`config.mk`:
```
export PLATFORM = sky130hd
export DESIGN_NAME = alu_seq_core
export DESIGN_NICKNAME = d
export VERILOG_FILES = /design/src/rtl/alu_seq_core.sv
export SDC_FILE = /design/constraint.sdc
export NUM_CORES = 1
export LEC_CHECK = 0
export CORE_ASPECT_RATIO = 0.8
export CORE_UTILIZATION = 43
export CTS_CLUSTER_DIAMETER = 60
export DETAILED_ROUTE_END_ITERATION = 8
export PLACE_DENSITY = 0.63
export SLEW_MARGIN = 20
export SYNTH_ARGS = -nofsm -noshare
export SYNTH_HDL_FRONTEND = slang
export SYNTH_SLANG_ARGS = --single-unit
export TNS_END_PERCENT = 50
```
`constraint.sdc`:
```
create_clock -name clk -period 5.23 [get_ports clk]
set_clock_uncertainty 0.15 [all_clocks]
set_input_delay 0.7845 -clock clk [delete_from_list [all_inputs] [get_ports clk]]
set_output_delay 0.7845 -clock clk [all_outputs]
set_load 0.005 [all_outputs]
```
`src/rtl/alu_seq_core.sv`:
```
// Sequential ALU core: accumulator, register file, {Z,C,N,V} flags, start/busy/done handshake.
// Define ALU_MUL_EN to build the iterative shift-add multiplier (MUL) and the HI register.
module alu_seq_core #(
  parameter int WIDTH = 8,
  parameter int NREGS = 4
) (
  input  logic                     clk,
  input  logic                     rst_n,
  input  logic [WIDTH-1:0]         data_in,
  input  logic [3:0]               op,
  input  logic [$clog2(NREGS)-1:0] reg_sel,
  input  logic                     start,
  output logic                     busy,
  output logic                     done,
  output logic [WIDTH-1:0]         result,
  output logic [3:0]               flags
);

  localparam int CW = $clog2(WIDTH) + 1;

  typedef enum logic {
    ST_IDLE,
    ST_MUL
  } state_t;

  localparam logic [3:0] OP_LDA = 4'h1;
  localparam logic [3:0] OP_STA = 4'h2;
  localparam logic [3:0] OP_ADD = 4'h3;
  localparam logic [3:0] OP_SUB = 4'h4;
  localparam logic [3:0] OP_AND = 4'h5;
  localparam logic [3:0] OP_OR  = 4'h6;
  localparam logic [3:0] OP_XOR = 4'h7;
  localparam logic [3:0] OP_SHL = 4'h8;
  localparam logic [3:0] OP_SHR = 4'h9;
  localparam logic [3:0] OP_MUL = 4'hA;
  localparam logic [3:0] OP_MFH = 4'hB;

  state_t           state_q, state_d;
  logic [WIDTH-1:0] acc_q, acc_d;
  logic [WIDTH-1:0] rf_q [NREGS];
  logic [WIDTH-1:0] rf_d [NREGS];
  logic [3:0]       flags_q, flags_d;
  logic             done_q, done_d;

  logic [WIDTH-1:0] operand;
  logic [WIDTH:0]   sum_ext;
  logic [WIDTH:0]   diff_ext;
  logic             wr_acc;

`ifdef ALU_MUL_EN
  logic [WIDTH-1:0]   hi_q, hi_d;
  logic [WIDTH-1:0]   mcand_q, mcand_d;
  logic [2*WIDTH-1:0] prod_q, prod_d;
  logic [CW-1:0]      cnt_q, cnt_d;
  logic [WIDTH:0]     step_sum;
  logic [2*WIDTH-1:0] prod_step;
`endif

  assign operand  = rf_q[reg_sel];
  assign sum_ext  = {1'b0, acc_q} + {1'b0, operand};
  assign diff_ext = {1'b0, acc_q} - {1'b0, operand};

`ifdef ALU_MUL_EN
  // Low half of prod holds the remaining multiplier bits; each step adds and shifts right.
  assign step_sum  = {1'b0, prod_q[2*WIDTH-1:WIDTH]} + (prod_q[0] ? {1'b0, mcand_q} : '0);
  assign prod_step = {step_sum, prod_q[WIDTH-1:1]};
`endif

  always_comb begin
    state_d = state_q;
    acc_d   = acc_q;
    rf_d    = rf_q;
    flags_d = flags_q;
    done_d  = 1'b0;
    wr_acc  = 1'b0;
`ifdef ALU_MUL_EN
    hi_d    = hi_q;
    mcand_d = mcand_q;
    prod_d  = prod_q;
    cnt_d   = cnt_q;
`endif

    case (state_q)
      ST_IDLE: begin
        if (start) begin
          done_d = 1'b1;
          case (op)
            OP_LDA: begin
              acc_d  = data_in;
              wr_acc = 1'b1;
            end
            OP_STA: rf_d[reg_sel] = acc_q;
            OP_ADD: begin
              acc_d      = sum_ext[WIDTH-1:0];
              flags_d[2] = sum_ext[WIDTH];
              flags_d[0] = (acc_q[WIDTH-1] == operand[WIDTH-1]) &&
                           (sum_ext[WIDTH-1] != acc_q[WIDTH-1]);
              wr_acc     = 1'b1;
            end
            OP_SUB: begin
              acc_d      = diff_ext[WIDTH-1:0];
              flags_d[2] = diff_ext[WIDTH];
              flags_d[0] = (acc_q[WIDTH-1] != operand[WIDTH-1]) &&
                           (diff_ext[WIDTH-1] != acc_q[WIDTH-1]);
              wr_acc     = 1'b1;
            end
            OP_AND, OP_OR, OP_XOR: begin
              if (op == OP_AND)     acc_d = acc_q & operand;
              else if (op == OP_OR) acc_d = acc_q | operand;
              else                  acc_d = acc_q ^ operand;
              flags_d[2] = 1'b0;
              flags_d[0] = 1'b0;
              wr_acc     = 1'b1;
            end
            OP_SHL: begin
              acc_d      = {acc_q[WIDTH-2:0], 1'b0};
              flags_d[2] = acc_q[WIDTH-1];
              flags_d[0] = 1'b0;
              wr_acc     = 1'b1;
            end
            OP_SHR: begin
              acc_d      = {1'b0, acc_q[WIDTH-1:1]};
              flags_d[2] = acc_q[0];
              flags_d[0] = 1'b0;
              wr_acc     = 1'b1;
            end
`ifdef ALU_MUL_EN
            OP_MUL: begin
              done_d  = 1'b0;
              mcand_d = acc_q;
              prod_d  = {{WIDTH{1'b0}}, operand};
              cnt_d   = '0;
              state_d = ST_MUL;
            end
            OP_MFH: begin
              acc_d  = hi_q;
              wr_acc = 1'b1;
            end
`else
            OP_MFH: begin
              acc_d  = '0;
              wr_acc = 1'b1;
            end
`endif
            default: ;
          endcase
        end
      end
      ST_MUL: begin
`ifdef ALU_MUL_EN
        prod_d = prod_step;
        if (cnt_q == CW'(WIDTH - 1)) begin
          acc_d      = prod_step[WIDTH-1:0];
          hi_d       = prod_step[2*WIDTH-1:WIDTH];
          flags_d[2] = |prod_step[2*WIDTH-1:WIDTH];
          flags_d[0] = |prod_step[2*WIDTH-1:WIDTH];
          wr_acc     = 1'b1;
          done_d     = 1'b1;
          state_d    = ST_IDLE;
        end else begin
          cnt_d = cnt_q + 1'b1;
        end
`else
        state_d = ST_IDLE;
`endif
      end
      default: state_d = ST_IDLE;
    endcase

    if (wr_acc) begin
      flags_d[3] = (acc_d == '0);
      flags_d[1] = acc_d[WIDTH-1];
    end
  end

  always_ff @(posedge clk) begin
    if (!rst_n) begin
      state_q <= ST_IDLE;
      acc_q   <= '0;
      flags_q <= '0;
      done_q  <= 1'b0;
      for (int i = 0; i < NREGS; i++) rf_q[i] <= '0;
`ifdef ALU_MUL_EN
      hi_q    <= '0;
      mcand_q <= '0;
      prod_q  <= '0;
      cnt_q   <= '0;
`endif
    end else begin
      state_q <= state_d;
      acc_q   <= acc_d;
      flags_q <= flags_d;
      done_q  <= done_d;
      for (int i = 0; i < NREGS; i++) rf_q[i] <= rf_d[i];
`ifdef ALU_MUL_EN
      hi_q    <= hi_d;
      mcand_q <= mcand_d;
      prod_q  <= prod_d;
      cnt_q   <= cnt_d;
`endif
    end
  end

  assign busy   = (state_q == ST_MUL);
  assign done   = done_q;
  assign result = acc_q;
  assign flags  = flags_q;

endmodule

```
Word-level counts from Yosys, hierarchy flattened
Index checks and enable logic that the tools add are counted.

storage, ports and cells
  bits in registers = 45
  output and inout bits = 14
  word-level logic and storage cells = 58

cells by class
  $add $sub $neg = 2
  $lt $le $gt $ge = 2
  equal/unequal tests = 14
  multiplexer cells = 15
  bitwise operators = 4
  reduce and logical (&&, ||, !) cells = 12

operators with widths
  operator                                                     count
  one-hot mux 8 bit (7 select lines)                           1
  2-to-1 mux 8 bit                                             6
  bitwise mux 32 bit                                           1
  binary-select mux 8 bit (select 2 bit)                       1
  demux 8 bit (select 2 bit)                                   1
  equality test 4 x 3 -> 1 bit (second input constant)         4
  equality test 4 bit (second input constant)                  3
  adder 8 x 8 -> 9 bit                                         1
  OR reduction 9 bit                                           1
  subtractor 8 x 8 -> 9 bit                                    1
  bitwise AND 8 bit                                            1
  equality test 4 x 2 -> 1 bit (second input constant)         2
  logical NOT 8 bit                                            1
  OR 8 bit                                                     1
  XOR 8 bit                                                    1
  AND reduction 2 bit                                          3
  one-hot mux 1 bit (5 select lines)                           1
  nonzero test 5 bit                                           1
  OR reduction 5 bit                                           1
  equality test 4 x 1 -> 1 bit (second input constant)         1
  greater-or-equal comparator 3 bit (second input constant)    1
  logical AND 1 bit                                            3
  less-than comparator 3 x 1 -> 1 bit (second input constant)  1
  2-to-1 mux 1 bit                                             3
  other kinds (6)                                              8

Logic depth before layout (Yosys ltp)
Gate-level depths: netlist of run 1.

  depth in word-level cells = 10
  mapped depth = 12
  gate-level depth less buffers = 11

Least setup slack after synthesis of run 1
OpenSTA, ideal clock, no wires.

  kind = input-to-reg
  start = input port reg_sel[1]
  end = register flags_q[3] (netlist: flags[3])
  library setup time = 0.088 ns
  arrival time = 3.994 ns
  slack = 0.998 ns
  cell stages on the path = 10
  cells stage by stage = clkbuf_1 mux4_2 ha_1 inv_1 fa_1 mux4_2 a211oi_2 nand3_1 or4b_1 o32ai_2

on the way
  longest elaborated chain between the ends = 10
  elaborated cells between the ends (all ways) = 14
  classes of those cells = add/sub: 2; mux: 7; bitwise: 4; reduce/logical: 1

ends and longest elaborated chain
  item                                                               line  source
  start: declaration                                                 11    input logic [$clog2(NREGS)-1:0] reg_sel,
  NOT 2 -> 3 bit (not written as such) *                             59    assign operand = rf_q[reg_sel];
  binary-select mux 8 bit (select 2 bit) *                           59
  2-to-1 mux 8 bit (not written as such) * (2 in series)             59
  branches (longest 3 deep; another with subtractor 8 x 8 -> 9 bit)  n/a
  one-hot mux 8 bit (7 select lines) *                               87    case (op)
  2-to-1 mux 8 bit *                                                 85    if (start) begin
  logical NOT 8 bit *                                                171   flags_d[3] = (acc_d == '0);
  end signal: assignment                                             192   flags_q <= flags_d;
  end: declaration                                                   42    logic [3:0] flags_q, flags_d;

Every way passes the cells marked *. The select of a mux whose other input is x is not followed.
A chain may end at the register's enable or synchronous reset.

Final worst setup path of run 1
Same ends and word-level chain as after synthesis.

==> report_table.html, run 1 <==
<table>
<tr><th>Metric</th><th>Value</th></tr>
<tr><th colspan="2">Outcome</th></tr>
<tr><td>Run status</td><td>completed</td></tr>
<tr><th colspan="2">Timing</th></tr>
<tr><td>Worst hold slack after final layout</td><td>a little over 300 ps</td></tr>
<tr><td>Count of final max-slew check failures</td><td>0</td></tr>
<tr><td>Final period demand of the worst path</td><td>4190 ps</td></tr>
<tr><td>Worst relative slew slack</td><td>between 30% and 40%</td></tr>
<tr><td>Final period util</td><td>80.1%</td></tr>
<tr><td>Setup_tns</td><td>0 ps</td></tr>
<tr><td>Top achievable clock speed</td><td>about 240 MHz</td></tr>
<tr><td>Number of hold-slack violations in the final timing report</td><td>0</td></tr>
<tr><td>Slew @ Worst Pin</td><td>between 900 and 1000 ps</td></tr>
<tr><td>Setup repair after global routing missed its margin</td><td>false</td></tr>
<tr><td>Final Setup Violations</td><td>0</td></tr>
<tr><th colspan="2">Worst setup path</th></tr>
<tr><td>Sort of element at the end of the critical path</td><td>register</td></tr>
<tr><td>Worst-path maximum fanout</td><td>10</td></tr>
<tr><td>Worst setup path end</td><td>flags[3]$_SDFFE_PN0P_</td></tr>
<tr><td>Worst setup path startpoint</td><td>reg_sel[1]</td></tr>
<tr><td>FF-to-FF Start</td><td>rf_q[0]$_SDFFE_PN0P_</td></tr>
<tr><td>End of the worst register-to-register path</td><td>flags[3]$_SDFFE_PN0P_</td></tr>
<tr><td>Cells on worst reg2reg path</td><td>9</td></tr>
<tr><td>Kind of critical path</td><td>in2reg</td></tr>
<tr><td>Slack of the worst reg-to-reg path</td><td>approximately 1800 ps</td></tr>
<tr><td>Worst Setup Start Kind</td><td>primary input</td></tr>
<tr><td>Arrival time reported for the critical path endpoint</td><td>4260 ps</td></tr>
<tr><td>Data required, critical path</td><td>5300 ps</td></tr>
<tr><th colspan="2">Placement</th></tr>
<tr><td>HPWL after detailed placement</td><td>between 6000 and 7000 um</td></tr>
<tr><td>Cells after DPL</td><td>520</td></tr>
<tr><td>Buffers added on ports</td><td>29</td></tr>
<tr><td>Final weighted congestion in routability-driven placement</td><td>0.891</td></tr>
<tr><th colspan="2">Routing</th></tr>
<tr><td>Remaining antenna violation count after routing</td><td>0</td></tr>
<tr><td>Total Routed Length</td><td>a little over 9000 um</td></tr>
<tr><td>Via count normalized by instance count</td><td>about 5.7</td></tr>
<tr><td>WL/cell</td><td>17.6 um</td></tr>
<tr><td>Vias after detailed routing</td><td>3034</td></tr>
<tr><td>DR DRC count</td><td>0</td></tr>
<tr><td>Number of iterations in the first detailed-routing pass</td><td>5</td></tr>
<tr><td>Number of violations reported at the end of detailed-routing iteration 0</td><td>~280</td></tr>
<tr><th colspan="2">Clocking</th></tr>
<tr><td>CTS buffer count</td><td>5</td></tr>
<tr><td>H-tree Lvls</td><td>2</td></tr>
<tr><td>Cells resized by post-CTS repair</td><td>0</td></tr>
<tr><td>Clock Path Buffers</td><td>2</td></tr>
<tr><td>Post-CTS clock slew at the launch and capture registers of the worst setup and hold paths</td><td>100 ps</td></tr>
<tr><td>CTS tree</td><td>built</td></tr>
<tr><td>Clock latency on the worst-skew pair</td><td>approximately 300 ps</td></tr>
<tr><td>Clock tree sinks</td><td>45</td></tr>
<tr><td>CTS root buf</td><td>sky130_fd_sc_hd__clkbuf_8</td></tr>
<tr><td>Hold_buf cts</td><td>0</td></tr>
<tr><td>Post-CTS setup buffer count</td><td>0</td></tr>
<tr><th colspan="2">Finish</th></tr>
<tr><td>Layout-stage area growth over the synthesis result</td><td>12.6%</td></tr>
<tr><td>Post-route insts no fill</td><td>~530</td></tr>
<tr><td>Fraction of layout cells with a size suffix above 1</td><td>approximately 7.3%</td></tr>
<tr><td>Fin util</td><td>between 50% and 60%</td></tr>
<tr><td>Number of fill cells in the layout</td><td>about 740</td></tr>
<tr><td>Register area</td><td>901 um2</td></tr>
<tr><td>Multi-input logic area</td><td>around 0.0023 mm2</td></tr>
<tr><td>Nets</td><td>470</td></tr>
<tr><td>Antenna cells</td><td>0</td></tr>
<tr><th colspan="2">Logic synthesis</th></tr>
<tr><td>Synthesized netlist net count</td><td>approximately 450</td></tr>
<tr><td>Cell with the most instances after synthesis</td><td>sky130_fd_sc_hd__nor2_1</td></tr>
<tr><td>Portion of the post-synthesis area used by sequential elements</td><td>a little over a quarter</td></tr>
<tr><td>Async S/R FF share, synth</td><td>0%</td></tr>
<tr><td>Largest cells by area after synthesis</td><td>sky130_fd_sc_hd__dfxtp_1, sky130_fd_sc_hd__ha_1, sky130_fd_sc_hd__mux2i_1, sky130_fd_sc_hd__nor2_1, sky130_fd_sc_hd__mux4_2</td></tr>
<tr><td>Post-Syn Instances</td><td>a little over 400</td></tr>
<tr><td>Yosys top cell by area</td><td>sky130_fd_sc_hd__dfxtp_1</td></tr>
<tr><td>Synth top area share</td><td>26.3%</td></tr>
<tr><td>Total of flip-flops plus latches after synthesis</td><td>45</td></tr>
<tr><td>Count of flip-flops with a built-in enable after synthesis</td><td>0</td></tr>
<tr><td>List of most frequent post-synthesis cells</td><td>sky130_fd_sc_hd__nor2_1, sky130_fd_sc_hd__dfxtp_1, sky130_fd_sc_hd__mux2i_1</td></tr>
<tr><td>Number of distinct standard cells referenced by the synthesized netlist</td><td>65</td></tr>
<tr><td>Top_reg_cell synth</td><td>sky130_fd_sc_hd__dfxtp_1</td></tr>
<tr><td>Count of synthesis-stage warnings from yosys</td><td>0</td></tr>
<tr><td>Total standard cell area after synthesis</td><td>0.00343 mm2</td></tr>
<tr><td>Average size of a mapped cell</td><td>around 8.5 um2</td></tr>
<tr><th colspan="2">Power and ir drop</th></tr>
<tr><td>VDD IR-drop max</td><td>about 0.097 mV</td></tr>
<tr><td>Sequential share of power</td><td>between 40% and 50%</td></tr>
<tr><td>Final Power</td><td>813 uW</td></tr>
<tr><td>Power Internal</td><td>between 500 and 600 uW</td></tr>
<tr><td>Switching part of the total</td><td>approximately 30%</td></tr>
<tr><td>Clock network fraction of total power</td><td>33.7%</td></tr>
<tr><td>Static Leak</td><td>1.42 nW</td></tr>
<tr><td>Power per cell area</td><td>~210 mW/mm2</td></tr>
<tr><td>Net Sw Power</td><td>approximately 240 uW</td></tr>
<tr><td>Combinational Power Share</td><td>between 20% and 30%</td></tr>
<tr><th colspan="2">Die</th></tr>
<tr><td>Die Y-Extent</td><td>around 82 um</td></tr>
<tr><td>Total I/O pin count</td><td>31</td></tr>
<tr><td>Standard-cell row count</td><td>28</td></tr>
<tr><td>Die extent in x</td><td>about 100 um</td></tr>
<tr><td>Initial Utilization</td><td>between 40 and 50%</td></tr>
<tr><td>Core area</td><td>between 0.007 and 0.008 mm2</td></tr>
<tr><td>Total Die Area</td><td>0.00834 mm2</td></tr>
<tr><th colspan="2">Global routing</th></tr>
<tr><td>Antenna violations before repair</td><td>0</td></tr>
<tr><td>Largest net degree at the start of global routing</td><td>38</td></tr>
<tr><td>Wire length of the first global-routing pass</td><td>15000 um</td></tr>
<tr><td>Overall global routing resource usage</td><td>23.7%</td></tr>
<tr><td>Overflow left after global routing</td><td>0</td></tr>
<tr><td>Vias in the first global route</td><td>2831</td></tr>
<tr><th colspan="2">Worst hold path</th></tr>
<tr><td>Number of cells on the worst hold path</td><td>2</td></tr>
<tr><td>Class of the most critical hold timing path</td><td>reg2reg</td></tr>
<tr><th colspan="2">Run</th></tr>
<tr><td>Number of maximum-capacitance constraint violations</td><td>0</td></tr>
</table>
-- metrics by stage --
stage,setup WS [ps],cell area [um2]
after detailed placement,716,3750
after CTS,1040,3860
after floorplan,998,3430
final,1040,3860
after global routing,753,3860
after global placement,770,3750
-- worst min-delay path by stage --
stage / startpoint / end / slack (ps)
2_1_floorplan: rf_q[6]$_SDFFE_PN0P_ / rf_q[6]$_SDFFE_PN0P_ / 300
3_3_place_gp: flags[2]$_SDFFE_PN0P_ / flags[2]$_SDFFE_PN0P_ / 300
3_5_place_dp: flags[2]$_SDFFE_PN0P_ / flags[2]$_SDFFE_PN0P_ / 300
4_1_cts: flags[2]$_SDFFE_PN0P_ / flags[2]$_SDFFE_PN0P_ / 310
5_1_grt: flags[0]$_SDFFE_PN0P_ / flags[0]$_SDFFE_PN0P_ / 340
6_report: flags[0]$_SDFFE_PN0P_ / flags[0]$_SDFFE_PN0P_ / 310
-- layout by cell type (no fill, tap or decap), drive strengths merged, types with 3 or more instances in the layout --
cell type / netlist / layout
o21ai: 16 / 16
nor2b: 10 / 10
nand2: 15 / 15
inv: 27 / 27
xnor2: 4 / 4
nand3: 3 / 3
nor2: 63 / 63
a22oi: 3 / 3
o21bai: 4 / 4
or3: 3 / 3
xor2: 3 / 3
mux2i: 34 / 34
clkbuf: 7 / 6
ha: 29 / 29
mux4: 9 / 9
a21oi: 29 / 29
buf: 15 / 5
nand2b: 11 / 11
dfxtp: 45 / 45
and2: 6 / 6
nor3: 9 / 9
o22ai: 5 / 5
a211oi: 5 / 5
clkdlybuf4s50: 0 / 29
-- power groups by stage --
stage | Sequential [mW] | Combinational (mW) | Clock [mW]
5_1_grt | 0.369 | 0.188 | 0.293
3_3_place_gp | 0.375 | 0.167 | 0
6_report | 0.368 | 0.172 | 0.274
4_1_cts | 0.367 | 0.168 | 0.284
3_5_place_dp | 0.375 | 0.167 | 0
2_1_floorplan | 0.368 | 0.114 | 0
-- registers in the layout (all words and copies together), names as in the netlist --
signal / flops
flags: 4
result: 8
rf_q: 32
done: 1
-- worst max-delay path, cell delays in order --
cell,delay [ps]
sky130_fd_sc_hd__clkdlybuf4s50_1,570
sky130_fd_sc_hd__buf_4,240
sky130_fd_sc_hd__mux4_2,530
sky130_fd_sc_hd__inv_1,110
sky130_fd_sc_hd__ha_1,300
sky130_fd_sc_hd__nor3_1,200
sky130_fd_sc_hd__nand2_1,150
sky130_fd_sc_hd__a31oi_1,470
sky130_fd_sc_hd__o221ai_1,210
sky130_fd_sc_hd__a21o_1,230
sky130_fd_sc_hd__nand2b_1,230
sky130_fd_sc_hd__o32ai_2,230
-- layer usage --
metal / track usage, % / share of wire [%]
met3: 3.49 / 7.5
met1: 35.4 / 50
met5: 0 / 0
met2: 36.2 / 42
met4: 4.00 / 0.82
-- logic make-up after synthesis --
group / share of synthesized area (%)
AOI/OAI and AO/OA: 17.4
xor gates and xnor gates: 1.79
adders and majority gates: 11.8
buffers and inverters: 6.97
DFF: 26.3
muxes: 16.5
other: 0.109
and+or+nand+nor: 19.2
-- area by class of cell --
class	count	area share, %
clock buffers	6	1.88
repair buffers	34	8.49
well taps	105	3.40
multi-input cells	309	59.3
clock inverters	2	1.00
flip-flops and latches	45	23.3
inverters	27	2.62
(Power assumes the default switching activity.)
==> run 2: changes to the inputs <==
- PLACE_DENSITY: 0.63 -> 0.65
- clock period: 5.23 -> 3.57 ns (I/O delays scaled with it)
==> run 2 against run 1 <==
Effect of this change:
- sequential power up 43%
- routed wire length up 4.7%
- die area is the same
- non-clock buffer count increased by 54
- cell count rose by 10%
- worst hold slack better by 7.9 ps
- register-to-register slack got worse by 1600 ps
- worst setup slack worse by 880 ps
- power grew 42%
- clock-buffer cell count is 1 lower
- via count increased by 3.6%
- critical path type unchanged
==> report_table.html, run 2 (synthesis results as in run 1) <==
<table>
<tr><th>Metric</th><th>Value</th></tr>
<tr><th colspan="2">Outcome</th></tr>
<tr><td>Run status</td><td>completed</td></tr>
<tr><th colspan="2">Finish</th></tr>
<tr><td>Nets</td><td>roughly 520</td></tr>
<tr><td>Layout-stage area growth over the synthesis result</td><td>24.5%</td></tr>
<tr><td>Register ranked first by flip-flop count</td><td>rf_q</td></tr>
<tr><td>Fraction of layout cells with a size suffix above 1</td><td>19.1%</td></tr>
<tr><td>Number of fill cells in the layout</td><td>between 700 and 800</td></tr>
<tr><td>Antenna cells</td><td>0</td></tr>
<tr><td>Flip-flop count of the largest register, all copies and words added</td><td>32</td></tr>
<tr><td>Highest-count cells in the layout ignoring fill and taps</td><td>sky130_fd_sc_hd__nor2_1, sky130_fd_sc_hd__buf_4, sky130_fd_sc_hd__dfxtp_1, sky130_fd_sc_hd__mux2i_1, sky130_fd_sc_hd__a21oi_1</td></tr>
<tr><td>Leading cell type in the layout, fill and taps excluded</td><td>sky130_fd_sc_hd__nor2_1</td></tr>
<tr><th colspan="2">Clocking</th></tr>
<tr><td>Post-CTS setup buffer count</td><td>0</td></tr>
<tr><td>Post-CTS clock slew at the launch and capture registers of the worst setup and hold paths</td><td>approximately 90 ps</td></tr>
<tr><td>Clock Path Buffers</td><td>2</td></tr>
<tr><td>Clock latency on the worst-skew pair</td><td>300 ps</td></tr>
<tr><td>Hold_buf cts</td><td>0</td></tr>
<tr><td>H-tree Lvls</td><td>2</td></tr>
<tr><td>Clock tree sinks</td><td>45</td></tr>
<tr><td>CTS tree</td><td>built</td></tr>
<tr><td>CTS root buf</td><td>sky130_fd_sc_hd__clkbuf_8</td></tr>
<tr><td>CTS buffer count</td><td>5</td></tr>
<tr><th colspan="2">Timing</th></tr>
<tr><td>Final period demand of the worst path</td><td>about 3400 ps</td></tr>
<tr><td>Worst hold slack after final layout</td><td>315 ps</td></tr>
<tr><td>Slew @ Worst Pin</td><td>between 600 and 700 ps</td></tr>
<tr><td>Count of final max-slew check failures</td><td>0</td></tr>
<tr><td>Number of hold-slack violations in the final timing report</td><td>0</td></tr>
<tr><td>Top achievable clock speed</td><td>between 200 and 300 MHz</td></tr>
<tr><td>Worst Slack Setup Final</td><td>about 160 ps</td></tr>
<tr><td>Worst relative slew slack</td><td>between 50% and 60%</td></tr>
<tr><td>Setup repair after global routing missed its margin</td><td>false</td></tr>
<tr><td>Final Setup Violations</td><td>0</td></tr>
<tr><td>Final period util</td><td>95.4%</td></tr>
<tr><th colspan="2">Routing</th></tr>
<tr><td>Number of violations reported at the end of detailed-routing iteration 0</td><td>241</td></tr>
<tr><td>Remaining antenna violation count after routing</td><td>0</td></tr>
<tr><td>DR DRC count</td><td>0</td></tr>
<tr><td>WL/cell</td><td>roughly 17 um</td></tr>
<tr><td>Number of iterations in the first detailed-routing pass</td><td>5</td></tr>
<tr><td>Vias after detailed routing</td><td>~3.1k</td></tr>
<tr><td>Total Routed Length</td><td>around 9700 um</td></tr>
<tr><td>Via count normalized by instance count</td><td>approximately 5.4</td></tr>
<tr><th colspan="2">Worst setup path</th></tr>
<tr><td>Cells on worst reg2reg path</td><td>9</td></tr>
<tr><td>Worst-path maximum fanout</td><td>3</td></tr>
<tr><td>Worst Setup Start Kind</td><td>primary input</td></tr>
<tr><td>FF-to-FF Start</td><td>rf_q[0]$_SDFFE_PN0P_</td></tr>
<tr><td>Worst setup path startpoint</td><td>reg_sel[1]</td></tr>
<tr><td>Sort of element at the end of the critical path</td><td>register</td></tr>
<tr><td>Arrival time reported for the critical path endpoint</td><td>approximately 3500 ps</td></tr>
<tr><td>Data required, critical path</td><td>about 3600 ps</td></tr>
<tr><td>Kind of critical path</td><td>in2reg</td></tr>
<tr><th colspan="2">Placement</th></tr>
<tr><td>HPWL after detailed placement</td><td>7400 um</td></tr>
<tr><td>Final weighted congestion in routability-driven placement</td><td>just over 0.9</td></tr>
<tr><td>Buffers added on ports</td><td>29</td></tr>
<tr><td>Pre-CTS WS</td><td>-553 ps</td></tr>
<tr><th colspan="2">Power and ir drop</th></tr>
<tr><td>Combinational Power Share</td><td>between 20% and 30%</td></tr>
<tr><td>Clock network fraction of total power</td><td>approximately 28%</td></tr>
<tr><td>VDD IR-drop max</td><td>roughly 0.21 mV</td></tr>
<tr><td>Static Leak</td><td>~1.7 nW</td></tr>
<tr><td>Sequential share of power</td><td>between 40% and 50%</td></tr>
<tr><td>Power per cell area</td><td>about 270 mW/mm2</td></tr>
<tr><td>Switching part of the total</td><td>a little under a third</td></tr>
<tr><td>Net Sw Power</td><td>about 360 uW</td></tr>
<tr><td>Power Internal</td><td>about 800 uW</td></tr>
<tr><td>Final Power</td><td>roughly 1.2 mW</td></tr>
<tr><th colspan="2">Worst hold path</th></tr>
<tr><td>Class of the most critical hold timing path</td><td>reg2reg</td></tr>
<tr><td>Number of cells on the worst hold path</td><td>2</td></tr>
<tr><td>Hold path startpoint</td><td>flags[2]$_SDFFE_PN0P_</td></tr>
<tr><th colspan="2">Global routing</th></tr>
<tr><td>Wire length of the first global-routing pass</td><td>15300 um</td></tr>
<tr><td>Overflow left after global routing</td><td>0</td></tr>
<tr><td>Overall global routing resource usage</td><td>24.4%</td></tr>
<tr><td>Antenna violations before repair</td><td>0</td></tr>
<tr><td>Vias in the first global route</td><td>roughly 2.9k</td></tr>
<tr><td>Largest net degree at the start of global routing</td><td>38</td></tr>
<tr><th colspan="2">Die</th></tr>
<tr><td>Total Die Area</td><td>roughly 0.0083 mm2</td></tr>
<tr><td>Core area</td><td>0.00757 mm2</td></tr>
<tr><td>Standard-cell row count</td><td>28</td></tr>
<tr><td>Die extent in x</td><td>102 um</td></tr>
<tr><td>Die Y-Extent</td><td>81.9 um</td></tr>
<tr><td>Total I/O pin count</td><td>31</td></tr>
<tr><td>Initial Utilization</td><td>between 40% and 50%</td></tr>
<tr><th colspan="2">Run</th></tr>
<tr><td>Number of maximum-capacitance constraint violations</td><td>0</td></tr>
</table>
run 2: worst max-delay path, stage by stage:
cell	delay (ps)
sky130_fd_sc_hd__clkbuf_2	140
sky130_fd_sc_hd__mux4_2	550
sky130_fd_sc_hd__ha_4	180
sky130_fd_sc_hd__inv_1	60
sky130_fd_sc_hd__fa_1	400
sky130_fd_sc_hd__mux4_2	470
sky130_fd_sc_hd__a211oi_2	290
sky130_fd_sc_hd__nand3_1	100
sky130_fd_sc_hd__or4b_1	530
sky130_fd_sc_hd__o32ai_2	210
run 2: layout make-up:
class                   instances  area, um2  area share (%)
multi-input cells             309       2320            54.3
clock buffers                   5       68.8            1.61
well taps                     105        131            3.08
flip-flops and latches         45        901            21.1
repair buffers                 88        731            17.1
clock inverters                 3       17.5           0.410
inverters                      27        101            2.37
run 2: per-layer routing:
metal  global-route usage (%)  up-vias  share of wire, %
li1                         -     1555                 -
met1                     36.2     1455                50
met2                     35.9      117                41
met3                     4.34       16               7.0
met4                     7.14        0               1.4
met5                        0        -                 0
run 2: power by group through the flow:
stage          Clock, mW  Combinational [mW]  Sequential [mW]
2_1_floorplan          0               0.170            0.538
3_3_place_gp           0               0.301            0.536
3_5_place_dp           0               0.303            0.536
4_1_cts            0.329               0.305            0.525
5_1_grt            0.345               0.338            0.527
6_report           0.318               0.312            0.525
run 2: worst paths after layout:
kind                                         endpoint  slack (ps)
worst max-delay path            flags[3]$_SDFFE_PN0P_         160
worst min-delay path            flags[2]$_SDFFE_PN0P_         320
worst max register to register  flags[3]$_SDFFE_PN0P_         250
worst min register to register  flags[2]$_SDFFE_PN0P_         320
run 2: what timing repair did:
item	CTS	global route
endpoints found under the setup margin	5	5
pin swaps	0	1
gates resized for setup	1	6
run 2: metrics by stage:
stage	setup TNS, ps	util, %	instance area [um2]	cells
after detailed placement	-2520	55.1	4170	574
final	0	56.4	4270	582
after CTS	0	56.2	4250	582
after global placement	-2240	55.1	4170	574
after global routing	0	56.4	4270	582
after floorplan	0	-	3460	403
